### src/rtl/lint_field_framer.sv
// Byte-stream framer: decodes two-byte records into field outputs, buffers them and releases at a fixed pace.
// Optional parity checking on byte1[3] is enabled by defining LINT_FRAMER_PARITY_EN.
module lint_field_framer #(
  parameter int unsigned DEPTH = 4,
  parameter int unsigned PACE  = 4
) (
  input  logic                       clk,
  input  logic                       rst_n,
  input  logic                       in_valid,
  input  logic [7:0]                 in_byte,
  output logic                       in_ready,
  output logic [1:0]                 Data_in1,
  output logic [2:0]                 Data_in2,
  output logic [3:0]                 Data_in3,
  output logic                       check,
  output logic                       rec_strobe,
  output logic                       err_sync,
  output logic                       err_parity,
  output logic [$clog2(DEPTH):0]     fifo_level
);

  localparam int unsigned AW = $clog2(DEPTH);
  localparam int unsigned LW = AW + 1;
  localparam int unsigned CW = (PACE > 1) ? $clog2(PACE) : 1;

  typedef enum logic {IDLE, HDR} state_t;

  typedef struct packed {
    logic [1:0] d1;
    logic       chk;
    logic [3:0] d3;
    logic [2:0] d2;
  } rec_t;

  state_t          state;
  logic [6:0]      byte0;
  rec_t            mem [DEPTH];
  logic [AW-1:0]   wr_ptr;
  logic [AW-1:0]   rd_ptr;
  logic [CW-1:0]   pace_cnt;
  logic            accept;
  logic            is_start;
  logic            parity_ok;
  logic            push;
  logic            pop;
  logic            pace_done;
  logic [LW-1:0]   level_nxt;
  rec_t            head;

  assign accept   = in_valid & in_ready;
  assign is_start = in_byte[7];

`ifdef LINT_FRAMER_PARITY_EN
  // Even parity over the ten data bits plus the parity bit.
  assign parity_ok = ~(^{byte0, in_byte[3:0]});
`else
  assign parity_ok = 1'b1;
  assign err_parity = 1'b0;
`endif

  assign push      = accept & (state == HDR) & ~is_start & parity_ok;
  assign pace_done = (pace_cnt == CW'(PACE - 1));
  assign pop       = pace_done & (fifo_level != '0);
  assign level_nxt = fifo_level + LW'(push) - LW'(pop);
  assign head      = mem[rd_ptr];

  // Record storage; contents are don't-care until written, so no reset.
  always_ff @(posedge clk) begin
    if (push) begin
      mem[wr_ptr] <= '{d1: byte0[6:5], chk: byte0[4], d3: byte0[3:0], d2: in_byte[2:0]};
    end
  end

  always_ff @(posedge clk or negedge rst_n) begin
    if (!rst_n) begin
      state      <= IDLE;
      byte0      <= '0;
      wr_ptr     <= '0;
      rd_ptr     <= '0;
      fifo_level <= '0;
      in_ready   <= 1'b1;
      pace_cnt   <= CW'(PACE - 1);
      Data_in1   <= '0;
      Data_in2   <= '0;
      Data_in3   <= '0;
      check      <= 1'b0;
      rec_strobe <= 1'b0;
      err_sync   <= 1'b0;
`ifdef LINT_FRAMER_PARITY_EN
      err_parity <= 1'b0;
`endif
    end else begin
      rec_strobe <= 1'b0;
      err_sync   <= 1'b0;
`ifdef LINT_FRAMER_PARITY_EN
      err_parity <= 1'b0;
`endif
      // Frame decode
      if (accept) begin
        case (state)
          IDLE: begin
            if (is_start) begin
              byte0 <= in_byte[6:0];
              state <= HDR;
            end else begin
              err_sync <= 1'b1;
            end
          end
          HDR: begin
            if (is_start) begin
              err_sync <= 1'b1;
              byte0    <= in_byte[6:0];
            end else begin
              state <= IDLE;
`ifdef LINT_FRAMER_PARITY_EN
              if (!parity_ok) err_parity <= 1'b1;
`endif
            end
          end
          default: state <= IDLE;
        endcase
      end

      // Paced release of the FIFO head onto the field outputs
      if (pop) begin
        pace_cnt   <= '0;
        rd_ptr     <= rd_ptr + AW'(1);
        Data_in1   <= head.d1;
        check      <= head.chk;
        Data_in3   <= head.d3;
        Data_in2   <= head.d2;
        rec_strobe <= 1'b1;
      end else if (!pace_done) begin
        pace_cnt <= pace_cnt + CW'(1);
      end

      if (push) wr_ptr <= wr_ptr + AW'(1);
      fifo_level <= level_nxt;
      in_ready   <= (level_nxt != LW'(DEPTH));
    end
  end

endmodule

### config.mk
export PLATFORM = sky130hd
export DESIGN_NAME = lint_field_framer
export DESIGN_NICKNAME = d
export VERILOG_FILES = /design/src/rtl/lint_field_framer.sv
export SDC_FILE = /design/constraint.sdc
export NUM_CORES = 1
export LEC_CHECK = 0
export BUFFER_PORTS_ARGS = -buffer_cell sky130_fd_sc_hd__buf_4
export CAP_MARGIN = 30
export CORE_ASPECT_RATIO = 1.5
export CORE_UTILIZATION = 61
export DETAILED_ROUTE_END_ITERATION = 16
export HOLD_SLACK_MARGIN = 0.03
export PLACE_DENSITY_LB_ADDON = 0.2
export SYNTH_ARGS = -nofsm -noshare
export SYNTH_HDL_FRONTEND = slang
export SYNTH_SLANG_ARGS = --single-unit
### constraint.sdc
create_clock -name clk -period 4.8 [get_ports clk]
set_input_delay 0.96 -clock clk [delete_from_list [all_inputs] [get_ports clk]]
set_output_delay 0.96 -clock clk [all_outputs]
set_load 0.02 [all_outputs]
==> results.sh, run 1 <==
export IMPL_grt_pass1_wl_mm=7.14
export IMPL_dieArea_sq_um=4770
export IMPL_path_buf_inv=3
export IMPL_wirelength_mm=4.41
export IMPL_rows=29
export IMPL_regArea_sq_um=1960
export IMPL_grt_setup_unrepaired="false"
export IMPL_hpwl_mm=2.90
export IMPL_firstDrtPassIters=10
export IMPL_path_delay_family="adder cells"
export IMPL_grt_total_usage_pct=21.6
export IMPL_layout_nets=193
export IMPL_holdCritPathClass="reg -> reg"
export IMPL_required_ns=5.05
export IMPL_synth_largest_area_cell="edfxtp_1"
export IMPL_yosysWarnings=0
export IMPL_post_cts_setup_buffers=0
export IMPL_die_h_um=84.1
export IMPL_grt_pass1_vias=1406
export IMPL_antenna_found_initial=0
export IMPL_p_leak_uw=0.00125
export IMPL_powerDensity_nw_per_um2=618
export IMPL_finClkSkew_ns=0.0113
export IMPL_cp_slowest_cell="and4b_1"
export IMPL_cts_hold_buf=0
export IMPL_crit_chain="buf_4, and4b_1, inv_1, ha_1, inv_1, ha_1, fa_1, xor3_1, or3_1"
export IMPL_pre_cts_ws_ns=1.69
export IMPL_io_buffers=26
export IMPL_h_tree_depth=3
export IMPL_cts_root_buf="clkbuf_8"
export IMPL_post_route_util_pct=72.9
export IMPL_ir_drop_mv=0.352
export IMPL_multi_input_area_sq_um=722
export IMPL_globalplace_congestion=0.684
export IMPL_power_uw=1930
export IMPL_grt_overflow=0
export IMPL_netlist_instances=141
export IMPL_cts_path_max_buffers=2
export IMPL_grt_max_degree=31
export IMPL_violations="design-rule violations"
export IMPL_drv_slew=0
export IMPL_slew_headroom_pct=55.3
export IMPL_ys_seq_area_share_pct=71.3
export IMPL_synth_area_leaders="edfxtp_1 44%, dfrtp_1 25%, mux2_2 7.8%"
export IMPL_fin_setup_tns_ns=0
export IMPL_synth_cell_types=28
export IMPL_design_core_area_sq_um=4280
export IMPL_cts_sinks=70
export IMPL_start_util_pct=64.1
export IMPL_drtIter0Drc=45
export IMPL_cts_tree="yes"
export IMPL_viasPerCell=5.84
export IMPL_vias=1314
export IMPL_start_kind="primary input"
export IMPL_syn_avg_cell_area_sq_um=19.5
export IMPL_diodes=0
export IMPL_worst_slack_ns=2.05
export IMPL_finalNonFillerCells=225
export IMPL_synth_seq_cells=70
export IMPL_syn_to_final_growth_pct=13.8
export IMPL_period_needed_ns=2.75
export IMPL_syn_cell_area_sq_um=2740
export IMPL_synth_top_cell_area_share_pct=43.8
export IMPL_fill_cells=277
export IMPL_cp_end_kind="flop"
export IMPL_ant_nets=0
export IMPL_max_stage_delay_ns=0.39
export IMPL_die_w_um=56.8
export IMPL_period_share_pct=57.2
export IMPL_finalSetupViolCount=0
export IMPL_wl_per_cell_um=19.6
export IMPL_tightest_slew_ns=0.670
export IMPL_arrival_ns=2.99
export IMPL_status="complete, but fails checks"
export IMPL_syn_nets=160
export IMPL_cp_max_fo=7
export IMPL_ios=28
export IMPL_remaining_drc_errors=2
export IMPL_drive_gt1_share_pct=39.1
export IMPL_dpl_cell_count=209
export IMPL_cts_resized=0
export IMPL_cts_buffers=9
export IMPL_hold_viol=0
export IMPL_max_freq_mhz=364
export IMPL_critical_path_class="in -> reg"
export IMPL_clk_pin_slew_ns=0.06
export IMPL_drv_cap=0
export IMPL_clock_latency_ns=0.34
[per-layer routing]
layer	vias to the layer above	track usage (%)	wire length, um
met1	682	25.7	1690
li1	593	-	-
met2	32	36.4	2480
met3	7	5.12	143
met5	-	0	0
met4	0	11.3	85
[cell type report]
class / count / area share [%]
Tap cell: 46 / 1.84
Inverter: 8 / 0.962
Timing Repair Buffer: 27 / 6.50
Clock buffer: 13 / 4.45
Multi-Input combinational cell: 58 / 23.1
Clock inverter: 3 / 0.441
Sequential cell: 70 / 62.7
[per-stage QoR]
stage | hold WS [ns] | cell area, sq um
floorplan | 0.471 | 2740
detailed placement | 0.497 | 2970
finish | 0.508 | 3120
CTS | 0.511 | 3120
global route | 0.520 | 3120
global placement | 0.483 | 2970
[cell families after synthesis]
| kind of cell | synth area share [%] |
|---|---|
| compound gates | 1.41 |
| xor+xnor | 2.14 |
| fa+ha+maj | 3.92 |
| buf+inv | 2.37 |
| flops | 71.3 |
| mux | 16.3 |
| other cells | 0.137 |
| simple gates | 2.42 |
[synth_stat cells]
master     n
xor2_1     1
mux4_1     2
o31ai_2    1
buf_6      1
mux4_2     8
nand3_1    1
conb_1     1
a21o_1     1
buf_2      1
clkbuf_1   1
and2_1     4
xor3_1     1
mux2_2    19
dfrtp_1   27
or3_1      1
nor4b_1    1
o311ai_0   1
and4b_1    1
nand2_1    1
edfxtp_1  40
xnor2_1    3
dfstp_2    3
a21bo_2    1
nor2_1     2
buf_4      2
fa_1       1
inv_1      8
ha_1       7
[worst paths after layout]
check	start	endpoint	slack, ns	cells after the start
setup / recovery	in_byte[7]	in_ready	2.05	9
hold / removal	Data_in3[1]	Data_in3[1]	0.51	1
setup reg to reg	fifo_level[1]	in_ready	2.22	9
hold reg to reg	Data_in3[1]	Data_in3[1]	0.51	1
max in group asynchronous	rst_n	in_ready	3.91	1
min in group asynchronous	rst_n	Data_in2[1]	0.55	1
[layout by cell type, fill, tap and decap left out, drive strengths merged, types with 2 or more instances in the layout]
cell type and instances:
edfxtp 40, dfrtp 27, buf 27, mux2 19
clkbuf 13, mux4 10, inv 8, ha 7
and2 4, xnor2 3, dfstp 3, clkinv 3
nor2 2
[worst reg2reg max path, cell delays in order, from the launching register on]
cell	delay [ns]
dfrtp_1	0.46
o31ai_2	0.23
buf_4	0.26
inv_1	0.10
ha_1	0.29
inv_1	0.05
ha_1	0.19
fa_1	0.38
xor3_1	0.21
or3_1	0.33
[flip-flops by register name (all words and copies together), names as in the netlist, 2 cells and up]
register,count
rd_ptr,2
fifo_level,3
Data_in1,2
byte0,7
wr_ptr,2
Data_in3,4
pace_cnt,2
mem,40
Data_in2,3
[where the power goes]
group	total, uW	internal [uW]	switching (uW)
logic	620	344	276
registers	929	796	133
clock network	380	185	195
Power figures use the tool's default switching activity.
==> inputs of run 2 (changes only) <==
--- a/config.mk
+++ b/config.mk
@@ -5,10 +5,11 @@
 export SDC_FILE = /design/constraint.sdc
 export NUM_CORES = 1
 export LEC_CHECK = 0
+export ABC_AREA = 1
 export BUFFER_PORTS_ARGS = -buffer_cell sky130_fd_sc_hd__buf_4
 export CAP_MARGIN = 30
 export CORE_ASPECT_RATIO = 1.5
-export CORE_UTILIZATION = 61
+export CORE_UTILIZATION = 53
 export DETAILED_ROUTE_END_ITERATION = 16
 export HOLD_SLACK_MARGIN = 0.03
 export PLACE_DENSITY_LB_ADDON = 0.2
==> constraint.sdc (replaced) <==
create_clock -name clk -period 2.5 [get_ports clk]
set_input_delay 0.5 -clock clk [delete_from_list [all_inputs] [get_ports clk]]
set_output_delay 0.5 -clock clk [all_outputs]
set_load 0.02 [all_outputs]
==> run 2 against run 1 <==
Effect of this change: combinational power up 140%; largest cell class unchanged; synthesized cell count up 110%; the run now ends clean; first-iteration DRC count rose to 2.5 times the previous value; global-route usage down 2.3 points.
==> results.sh, run 2 <==
export IMPL_wirelength_mm=4.96
export IMPL_ios=28
export IMPL_layout_nets=351
export IMPL_reg2reg_from="fifo_level[1]"
export IMPL_finClkSkew_ns=0.00854
export IMPL_synth_fa_ha_area_share_pct=3.56
export IMPL_drtIter0Drc=114
export IMPL_critical_path_class="reg -> reg"
export IMPL_synth_most_common_cell="nand2_1"
export IMPL_clock_latency_ns=0.33
export IMPL_start_util_pct=55.1
export IMPL_die_w_um=63.7
export IMPL_ant_nets=0
export IMPL_final_common_cell="nand2_1"
export IMPL_status="complete, no violations"
export IMPL_syn_cell_area_sq_um=3030
export IMPL_ys_seq_area_share_pct=64.6
export IMPL_synth_xor_area_share_pct=1.45
export IMPL_clk_pin_slew_ns=0.07
export IMPL_start_kind="flop"
export IMPL_synth_cell_types=26
export IMPL_finalSetupViolCount=0
export IMPL_path_buf_inv=3
export IMPL_fin_setup_tns_ns=0
export IMPL_drv_cap=0
export IMPL_dpl_cell_count=391
export IMPL_viasPerCell=4.82
export IMPL_period_needed_ns=2.29
export IMPL_cts_hold_buf=0
export IMPL_io_buffers=26
export IMPL_cts_root_buf="clkbuf_8"
export IMPL_synth_area_leaders="edfxtp_1 40%, dfrtp_1 22%, nand2_1 13%"
export IMPL_grt_total_usage_pct=19.3
export IMPL_firstDrtPassIters=4
export IMPL_rr_worst_depth=12
export IMPL_design_core_area_sq_um=5490
export IMPL_p_leak_uw=0.00172
export IMPL_hold_ws_ns=0.0849
export IMPL_synth_top_cell_area_share_pct=39.7
export IMPL_path_delay_family="adder cells"
export IMPL_synth_edf_count=40
export IMPL_syn_avg_cell_area_sq_um=10.2
export IMPL_pre_cts_ws_ns=0.156
export IMPL_dieArea_sq_um=6020
export IMPL_drive_gt1_share_pct=16.6
export IMPL_cp_slowest_cell="dfrtp_1"
export IMPL_regMostFlops="mem"
export IMPL_synthTopCellsByCount="102 x nand2_1, 53 x inv_1, 40 x edfxtp_1, 27 x dfrtp_1, 27 x nand3_1"
export IMPL_die_h_um=94.6
export IMPL_grt_pass1_vias=1879
export IMPL_ys_async_sr_fraction_pct=42.9
export IMPL_synth_largest_area_cell="edfxtp_1"
export IMPL_max_freq_mhz=437
export IMPL_arrival_ns=2.55
export IMPL_cts_buffers=9
export IMPL_yosys_area_share_simple_pct=19.1
export IMPL_h_tree_depth=3
export IMPL_synth_seq_cells=70
export IMPL_largestRegisters="mem: 40 flops, byte0: 7 flops, Data_in3: 4 flops"
export IMPL_netlist_instances=298
export IMPL_grt_overflow=0
export IMPL_cts_tree="yes"
export IMPL_syn_nets=317
export IMPL_finalNonFillerCells=407
export IMPL_holdCritPathClass="in -> async"
export IMPL_cts_path_max_buffers=2
export IMPL_grt_pass1_wl_mm=8.29
export IMPL_yosysWarnings=0
export IMPL_synth_main_ff_cell="edfxtp_1"
export IMPL_cts_resized=0
export IMPL_cp_max_fo=14
export IMPL_hpwl_mm=3.39
export IMPL_grt_max_degree=31
export IMPL_largest_register_ffs=40
export IMPL_grt_setup_unrepaired="false"
export IMPL_rr_endpoint="in_ready"
export IMPL_ir_drop_mv=0.526
export IMPL_globalplace_congestion=0.777
export IMPL_antenna_found_initial=0
export IMPL_cts_sinks=70
export IMPL_remaining_drc_errors=0
export IMPL_vias=1963
export IMPL_worst_slack_ns=0.213
export IMPL_powerDensity_nw_per_um2=1140
export IMPL_r2r_slack_ns=0.21
export IMPL_drv_slew=0
export IMPL_synth_top_family_by_area="simple AND/OR/NAND/NOR gates"
export IMPL_max_stage_delay_ns=0.44
export IMPL_synth_compound_area_share_pct=0.992
export IMPL_rows=33
export IMPL_hold_viol=0
export IMPL_crit_chain="inv_2, nand3_2, nand2_4, inv_4, ha_1, inv_1, ha_1, fa_1, xnor2_1, nand2_1, nand2_1, nand2_1"
export IMPL_cp_end_kind="flop"
export IMPL_syn_to_final_growth_pct=14.5
export IMPL_final_cell_mix="102 x nand2_1, 53 x inv_1, 40 x edfxtp_1"
export IMPL_period_share_pct=91.5
export IMPL_diodes=0
export IMPL_power_uw=3940
export IMPL_synth_mux_area_share_pct=0.331
export IMPL_crit_top_cell="nand2_1"
export IMPL_wl_per_cell_um=12.2
export IMPL_required_ns=2.77
export IMPL_post_cts_setup_buffers=0
-- run 2: cell types whose count changed after synthesis, moves of 2 or more --
cell     previous run  this run
inv_2               0         3
o21ai_0             0         3
mux2_2             19         0
and2_1              4         0
nor2_1              2         7
mux4_2              8         0
a21oi_1             0         2
mux4_1              2         0
xor2_1              1         3
nand2_1             1       102
inv_1               8        53
buf_2               1         5
nand3_1             1        27
-- run 2: cell type report --
type	count	area (sq um)
tap	70	87.6
timing repair buffer	33	248
sequential	70	1960
inverter	57	216
clock buffer	15	178
clock inverter	1	5.00
fill	465	2030
multi-input combinational	161	776
-- run 2: report_power, final --
part | switching [uW] | internal, uW | leakage, uW | total, uW
combinational | 921 | 547 | 0.000904 | 1470
clock | 369 | 448 | 0.0000929 | 817
sequential | 146 | 1510 | 0.000725 | 1660
total | 1440 | 2500 | 0.00172 | 3940
-- run 2: cell families (layout without fill, tap and decap cells) --
logic type      after synthesis  after routing
compound gates                6              6
buf+inv                      67            106
other cells                   1              1
fa+ha+maj                     8              8
flops                        70             70
simple gates                140            140
mux                           1              1
xor+xnor                      5              5
-- run 2: stage by stage --
| step | instance area [sq um] | util, % |
|---|---|---|
| 6_report | 3470 | 63.1 |
| 3_3_place_gp | 3280 | 59.7 |
| 5_1_grt | 3470 | 63.1 |
| 4_1_cts | 3460 | 63.1 |
| 3_5_place_dp | 3280 | 59.7 |
| 2_1_floorplan | 3030 | - |
-- run 2: worst max-delay path by stage --
stage / cells past startpoint / to / slack (ns) / startpoint
global placement: 11 / in_ready / 0.25 / in_byte[7]
CTS: 11 / in_ready / 0.16 / pace_cnt[0]
detailed placement: 11 / in_ready / 0.16 / in_byte[7]
finish: 12 / in_ready / 0.21 / fifo_level[1]
floorplan: 12 / fifo_level[2] / 0.29 / fifo_level[1]
global route: 12 / in_ready / 0.03 / fifo_level[1]
-- run 2: routing by layer --
metal	track usage (%)	vias up	part of all wire, %
met1	21.5	913	42
met3	5.31	12	3.4
met2	31.6	48	52
li1	-	990	-
met5	0	-	0
met4	14.0	0	2.9
==> inputs of run 3 (changes only) <==
--- a/config.mk
+++ b/config.mk
@@ -9,10 +9,11 @@
 export BUFFER_PORTS_ARGS = -buffer_cell sky130_fd_sc_hd__buf_4
 export CAP_MARGIN = 30
 export CORE_ASPECT_RATIO = 1.5
-export CORE_UTILIZATION = 53
+export CORE_UTILIZATION = 42
 export DETAILED_ROUTE_END_ITERATION = 16
 export HOLD_SLACK_MARGIN = 0.03
 export PLACE_DENSITY_LB_ADDON = 0.2
+export RECOVER_POWER = 100
 export SYNTH_ARGS = -nofsm -noshare
 export SYNTH_HDL_FRONTEND = slang
 export SYNTH_SLANG_ARGS = --single-unit
==> run 3 against run 2 <==
Effect of this change: the flow now finishes with violations (design-rule violations, max-capacitance violations, max-slew violations); clock skew shrank 0.00095 ns; final cell count increased by 2.0%; sequential share of layout area up 1.2 points; power down 1.1%; via count fell by 5.1%; die area up 25%; final area is 2.0% lower; routed wire length down 0.12%; register-to-register slack barely moved; non-clock buffer count did not move; maximum frequency increased by 0.66%.
==> results.sh, run 3 (synthesis results as in run 2) <==
export IMPL_status="complete, but fails checks"
export IMPL_violations="design-rule violations, max-capacitance violations, max-slew violations"
export IMPL_finalSetupViolCount=0
export IMPL_firstDrtPassIters=10
export IMPL_clk_pin_slew_ns=0.07
export IMPL_design_core_area_sq_um=6900
export IMPL_cts_resized=0
export IMPL_tightest_slew_ns=1.61
export IMPL_grt_setup_unrepaired="false"
export IMPL_clock_latency_ns=0.35
export IMPL_grt_pass1_vias=1795
export IMPL_reg2reg_from="pace_cnt[0]"
export IMPL_drv_cap=1
export IMPL_cts_sinks=70
export IMPL_wl_per_cell_um=11.9
export IMPL_drv_slew=31
export IMPL_grt_pass1_wl_mm=8.50
export IMPL_largestRegisters="mem: 40 flops, byte0: 7 flops, Data_in3: 4 flops"
export IMPL_grt_total_usage_pct=15.4
export IMPL_ant_nets=0
export IMPL_period_needed_ns=2.27
export IMPL_rr_worst_depth=11
export IMPL_critical_path_class="reg -> reg"
export IMPL_fin_setup_tns_ns=0
export IMPL_cp_end_kind="flop"
export IMPL_grt_overflow=0
export IMPL_finClkSkew_ns=0.00759
export IMPL_largest_register_ffs=40
export IMPL_holdCritPathClass="in -> reg"
export IMPL_cts_hold_buf=0
export IMPL_cp_max_fo=14
export IMPL_dieArea_sq_um=7560
export IMPL_die_w_um=71.3
export IMPL_p_sw_uw=1440
export IMPL_antenna_found_initial=0
export IMPL_cts_tree="yes"
export IMPL_intPower_uw=2460
export IMPL_wirelength_mm=4.95
export IMPL_cp_slowest_cell="dfstp_1"
export IMPL_hpwl_mm=3.42
export IMPL_required_ns=2.78
export IMPL_rr_endpoint="in_ready"
export IMPL_min_from="in_byte[6]"
export IMPL_layout_nets=351
export IMPL_r2r_slack_ns=0.23
export IMPL_vias=1863
export IMPL_max_freq_mhz=440
export IMPL_powerDensity_nw_per_um2=1150
export IMPL_cts_buffers=9
export IMPL_final_cell_mix="103 x nand2_1, 53 x inv_1, 40 x edfxtp_1"
export IMPL_p_leak_uw=0.00163
export IMPL_cts_root_buf="clkbuf_8"
export IMPL_holdPathEnd="byte0[6]"
export IMPL_p_seq_share_pct=42.3
export IMPL_globalplace_congestion=0.744
export IMPL_h_tree_depth=3
export IMPL_fill_cells=671
export IMPL_remaining_drc_errors=1
export IMPL_regMostFlops="mem"
export IMPL_syn_to_final_growth_pct=12.2
export IMPL_power_uw=3900
export IMPL_cts_path_max_buffers=2
export IMPL_ios=28
export IMPL_swShare_pct=36.9
export IMPL_drive_gt1_share_pct=8.90
export IMPL_rows=37
export IMPL_hold_depth=3
export IMPL_diodes=0
export IMPL_p_comb_share_pct=34.4
export IMPL_io_buffers=26
export IMPL_arrival_ns=2.55
export IMPL_die_h_um=106
export IMPL_start_util_pct=43.9
export IMPL_period_share_pct=90.9
export IMPL_ir_drop_mv=0.457
export IMPL_post_cts_setup_buffers=0
export IMPL_pwr_share_clk_pct=23.3
export IMPL_viasPerCell=4.49
export IMPL_start_kind="flop"
export IMPL_startpoint="pace_cnt[0]"
export IMPL_drtIter0Drc=83
export IMPL_max_stage_delay_ns=0.54
export IMPL_slew_headroom_pct=-7.33
export IMPL_hold_viol=0
export IMPL_final_common_cell="nand2_1"
export IMPL_crit_chain="ha_1, nand2_4, inv_4, ha_1, inv_1, ha_1, fa_1, xor2_1, nand2_1, nand2_1, nand2_1"
export IMPL_grt_max_degree=31
[run 3: cell count changes in the layout (fill, tap and decap cells not counted)]
cell        delta
bufinv_16      +1
dfstp_2        -1
clkbuf_1      +23
clkbuf_16      -1
dfstp_1        +1
ha_1           +1
nand2_2        -1
buf_4         -25
ha_2           -1
clkinvlp_4     +1
clkbuf_8       +1
nand2_1        +1
[run 3: critical path: cells and delay by family, from the launching register on]
kind                       cells  cell delay [ns]
xor gates and xnor gates       1             0.16
adders and majority gates      4             0.97
and+or+nand+nor                4             0.35
buffers and inverters          2             0.19
DFF                            1             0.54
[run 3: final cells by class]
class / instances / area (sq um) / area share (%)
clock inverters: 3 / 42.5 / 1.25
inverters: 57 / 216 / 6.37
repair buffers: 33 / 154 / 4.53
well taps: 78 / 97.6 / 2.87
flip-flops and latches: 70 / 1960 / 57.6
multi-input cells: 161 / 771 / 22.7
clock buffers: 13 / 159 / 4.68
[run 3: how the worst max path moves through the flow]
stage	to	slack (ns)	depth (start not counted)
2_1_floorplan	fifo_level[2]	0.29	12
3_3_place_gp	in_ready	0.24	11
3_5_place_dp	in_ready	0.20	11
4_1_cts	in_ready	0.22	11
5_1_grt	in_ready	0.05	11
6_report	in_ready	0.23	11
[run 3: power by group through the flow]
stage               combinational [uW]  clock (uW)  sequential (uW)
global placement                  1440           0             1670
CTS                               1470         935             1660
floorplan                          943           0             1800
detailed placement                1460           0             1680
global route                      1550         976             1680
finish                            1340         909             1650
[run 3: layer usage]
layer | part of all wire [%] | global-route usage, % | up-vias
li1 | - | - | 984
met1 | 42 | 17.2 | 834
met2 | 52 | 26.1 | 36
met3 | 4.2 | 4.27 | 9
met4 | 2.3 | 8.43 | 0
met5 | 0 | 0 | -
[run 3: stage by stage]
stage	cells	instance area [sq um]	hold slack, ns	worst slack [ns]	utilization (%)
final	415	3400	0.380	0.228	49.2
after global routing	415	3400	0.400	0.0508	49.2
after CTS	415	3490	0.0667	0.218	50.6
after detailed placement	399	3290	0.456	0.201	47.7
after global placement	399	3290	0.452	0.239	47.7
after floorplan	298	3030	0.204	0.293	-
